**config.mk**
```make
export PLATFORM = sky130hd
export DESIGN_NAME = decoder_3to8
export DESIGN_NICKNAME = d
export VERILOG_FILES = /design/src/rtl/decoder_3to8.sv
export SDC_FILE = /design/constraint.sdc
export NUM_CORES = 1
export LEC_CHECK = 0
export BUFFER_PORTS_ARGS = -buffer_cell sky130_fd_sc_hd__buf_2
export CORE_MARGIN = 2
export CORE_UTILIZATION = 48
export CTS_CLUSTER_DIAMETER = 150
export DETAILED_ROUTE_END_ITERATION = 10
export PLACE_DENSITY_LB_ADDON = 0.12
export SYNTH_ARGS = -nofsm -noshare
export SYNTH_HDL_FRONTEND = slang
export SYNTH_HIERARCHICAL = 1
export SYNTH_SLANG_ARGS = --single-unit
```
**constraint.sdc**
```tcl
create_clock -name clk -period 2.3 [get_ports clk]
set_clock_uncertainty 0.2 [all_clocks]
set_input_delay 0 -clock clk [delete_from_list [all_inputs] [get_ports clk]]
set_output_delay 0 -clock clk [all_outputs]
set_load 0.1 [all_outputs]
```
**src/rtl/decoder_3to8.sv**
```systemverilog
// Registered 3-to-8 one-hot decoder with enable, output-valid flag and a
// sticky coverage mask of every code decoded since reset or clear.

module decoder_3to8_lane #(
   parameter int unsigned CODE = 0
) (
   input  logic       clk,
   input  logic       rst_n,
   input  logic [2:0] s,
   input  logic       en,
   input  logic       clr,
   output logic       o_q,
   output logic       seen_d,
   output logic       seen_q
);

   logic hit;
   logic o_d;

   always_comb begin
      hit    = en && (s == 3'(CODE));
      o_d    = hit;
      // clear wins over a hit in the same cycle
      seen_d = clr ? 1'b0 : (seen_q | hit);
   end

   always_ff @(posedge clk or negedge rst_n) begin
      if (!rst_n) begin
         o_q    <= 1'b0;
         seen_q <= 1'b0;
      end else begin
         o_q    <= o_d;
         seen_q <= seen_d;
      end
   end

endmodule

module decoder_3to8 (
   input  logic       clk,
   input  logic       rst_n,
   input  logic [2:0] s,
   input  logic       en,
   input  logic       clr,
   output logic [7:0] o,
   output logic       valid,
   output logic [7:0] seen,
   output logic       all_seen
);

   localparam int unsigned NUM_LANES = 8;

   logic [NUM_LANES-1:0] o_q;
   logic [NUM_LANES-1:0] seen_q;
   logic [NUM_LANES-1:0] seen_d;
   logic                 valid_q;
   logic                 valid_d;
   logic                 all_seen_q;
   logic                 all_seen_d;

   for (genvar k = 0; k < NUM_LANES; k++) begin : g_lane
      decoder_3to8_lane #(.CODE(k)) u_lane (
         .clk    (clk),
         .rst_n  (rst_n),
         .s      (s),
         .en     (en),
         .clr    (clr),
         .o_q    (o_q[k]),
         .seen_d (seen_d[k]),
         .seen_q (seen_q[k])
      );
   end

   // all_seen tracks the next mask so it moves in lockstep with seen
   always_comb begin
      valid_d    = en;
      all_seen_d = &seen_d;
   end

   always_ff @(posedge clk or negedge rst_n) begin
      if (!rst_n) begin
         valid_q    <= 1'b0;
         all_seen_q <= 1'b0;
      end else begin
         valid_q    <= valid_d;
         all_seen_q <= all_seen_d;
      end
   end

   assign o        = o_q;
   assign valid    = valid_q;
   assign seen     = seen_q;
   assign all_seen = all_seen_q;

endmodule

```
==> results.ini <==
[synth]
syn_avg_cell_area_sq_um=17.55
synth-seq-cells=18
yosys_warnings=6
ys_types=8
synthCells=37
syn-cell-area_sq_um=649.4
synthesis.nets=44
synth.yosys.seq_area_share_pct=69.36

[route]
via_count=453
via_per_inst=5.090
dr.first_iter.drc_count=4
drt_first_pass_iters=2
finalWirelength_mm=1.230
wl_per_cell_microns=13.82
drcViolationCount=0
drtAntennaViolNets=0

[timing]
worstMarginPinSlew_ns=0.7587
fmax_mhz=532.3
hold_viol_final=0
drv_slew=0
max_slew_margin_pct=49.26
finalWorstSetupSlack_ns=0.4215
fin_setup_tns_ns=0
rsz0062_at_grt=no
finalCriticalPeriod_ns=1.879
period_share_pct=81.67
setup_violations=0

[placed_design]
place_ws_ns=1.192
finalWeightedCongestion=0.6887
dpl.hpwl_microns=863.2
portBuffers=24

[worst_setup_path]
crit_fanout=8
cp.arrival_ns=1.90
start_kind=input pin
rrSetupSlack_ns=1.26
critPathKind=in2reg
required_ns=2.32
end_kind=register

[flow_run]
cap_violations=0

[final_layout]
diodes=0
final_common_cell=buf_2
ff_latch_area_sq_um=450.4
final_layout_size_suffix_gt1_share_pct=40.54
n_fill_cell=100
area_delta_synth_final_pct=40.85
mostFrequentLayoutCells=24 x buf_2, 18 x dfrtp_1, 9 x dlygate4sd3_1
fin_nets=82
multi_input_area_sq_um=198.9

[clock_network]
numCtsBuffers=3
clk_latency_ns=0.28
htreeDepth=1
cts_root_buf=clkbuf_4
ctsResizeCount=0
cts_tree=done
clock_sinks=18
clk_pin_slew_ns=0.09
cts_buffer_depth=2

[die]
io_pins=25
start_util_pct=50.54
die_h_microns=40.78
die-area_sq_um=1663
coreArea_sq_um=1285
die_w_microns=40.78
rows=13

[pwr]
p_sw_w=0.0001858
power.density_nw_per_um2=696.1
ir_drop_mv=0.5597
swShare_pct=29.18
seq_power_share_pct=51.6
intPower_w=0.0004508
comb_power_share_pct=19.3
power.share.clock_pct=29.1
leakagePower_nw=0.5748

[global_routing]
grt_max_degree=19
grtUsageTotal_pct=17.61
grt_pass1_wl_mm=1.890
antenna_found_initial=0
first_global_vias=421
grt.overflow.total=0

[status]
status=finished clean

[min_path]
hold_path.class=in2reg

[worst paths after layout]
path / start / to / cells past startpoint
worst max register to register: g_lane[2].u_lane/seen_q / all_seen / 3
min in group asynchronous: rst_n / g_lane[0].u_lane/o_q / 3
worst min-delay path: en / valid / 2
worst max-delay path: s[1] / all_seen / 7
max in group asynchronous: rst_n / g_lane[4].u_lane/o_q / 3
worst min register to register: g_lane[6].u_lane/seen_q / g_lane[6].u_lane/seen_q / 1
[metrics by stage]
| stage | util [%] | instances | hold slack (ns) | total power, W | cell area [sq um] |
|---|---|---|---|---|---|
| 6_report | 71.18 | 89 | 0.2458 | 0.0006366 | 914.6 |
| 5_1_grt | 71.18 | 89 | 0.2701 | 0.0006674 | 914.6 |
| 4_1_cts | 71.18 | 89 | 0.2331 | 0.0006433 | 914.6 |
| 3_5_place_dp | 61.34 | 76 | -0.2613 | 0.0004478 | 788.3 |
| 3_3_place_gp | 61.34 | 76 | -0.2582 | 0.0004473 | 788.3 |
| 2_1_floorplan | - | 37 | -0.4956 | 0.0004171 | 649.4 |
[state kept, by name, indices dropped and copies added (netlist names)]
signal                cells
all_seen                  1
valid                     1
g_lane.u_lane/o_q         8
g_lane.u_lane/seen_q      8
[routing by layer]
layer	share of wire [%]	global-route usage, %	vias up
met4	0	5.000	0
met2	50	30.08	17
met3	5.4	3.261	0
li1	-	-	216
met5	0	0	-
met1	45	22.58	220
[critical path, stage by stage]
cell,delay [ns]
dlygate4sd3_1,0.53
buf_2,0.17
nor4b_4,0.26
dlygate4sd3_1,0.61
o21ba_1,0.15
nand4_1,0.08
nor2_1,0.10
[cell type report]
class	instances	share of cell area, %
Tap cell	15	2.052
Multi-Input combinational cell	19	21.75
Clock buffer	4	3.967
Timing Repair Buffer	33	22.98
Sequential cell	18	49.25
[what timing repair did]
item                                   4_1_cts  5_1_grt
endpoints found under the hold margin       36        0
buffers inserted                             0        0
hold buffers                                 9        0
[power groups by stage]
| stage | logic [W] | clock network [W] | registers, W |
|---|---|---|---|
| 2_1_floorplan | 0.0000138 | 0 | 0.000403 |
| 3_3_place_gp | 0.000113 | 0 | 0.000334 |
| 3_5_place_dp | 0.000113 | 0 | 0.000335 |
| 4_1_cts | 0.000123 | 0.000191 | 0.000329 |
| 5_1_grt | 0.000129 | 0.000208 | 0.000330 |
| 6_report | 0.000123 | 0.000185 | 0.000328 |
[kinds of logic after synthesis]
| family | Yosys count | share of synthesized area [%] |
|---|---|---|
| AND/OR/NAND/NOR | 11 | 18.30 |
| AO/OA/AOI/OAI | 8 | 12.33 |
| flip-flops | 18 | 69.36 |
[cells in the mapped netlist, drive strengths merged]
master / number / area share, %
and4bb: 3 / 5.8
and4b: 3 / 4.6
nor2: 1 / 0.58
dfrtp: 18 / 69
nor4b: 1 / 3.7
and4: 1 / 1.7
nand4: 2 / 1.9
o21ba: 8 / 12
No activity file was read; power rests on OpenSTA's default activity.
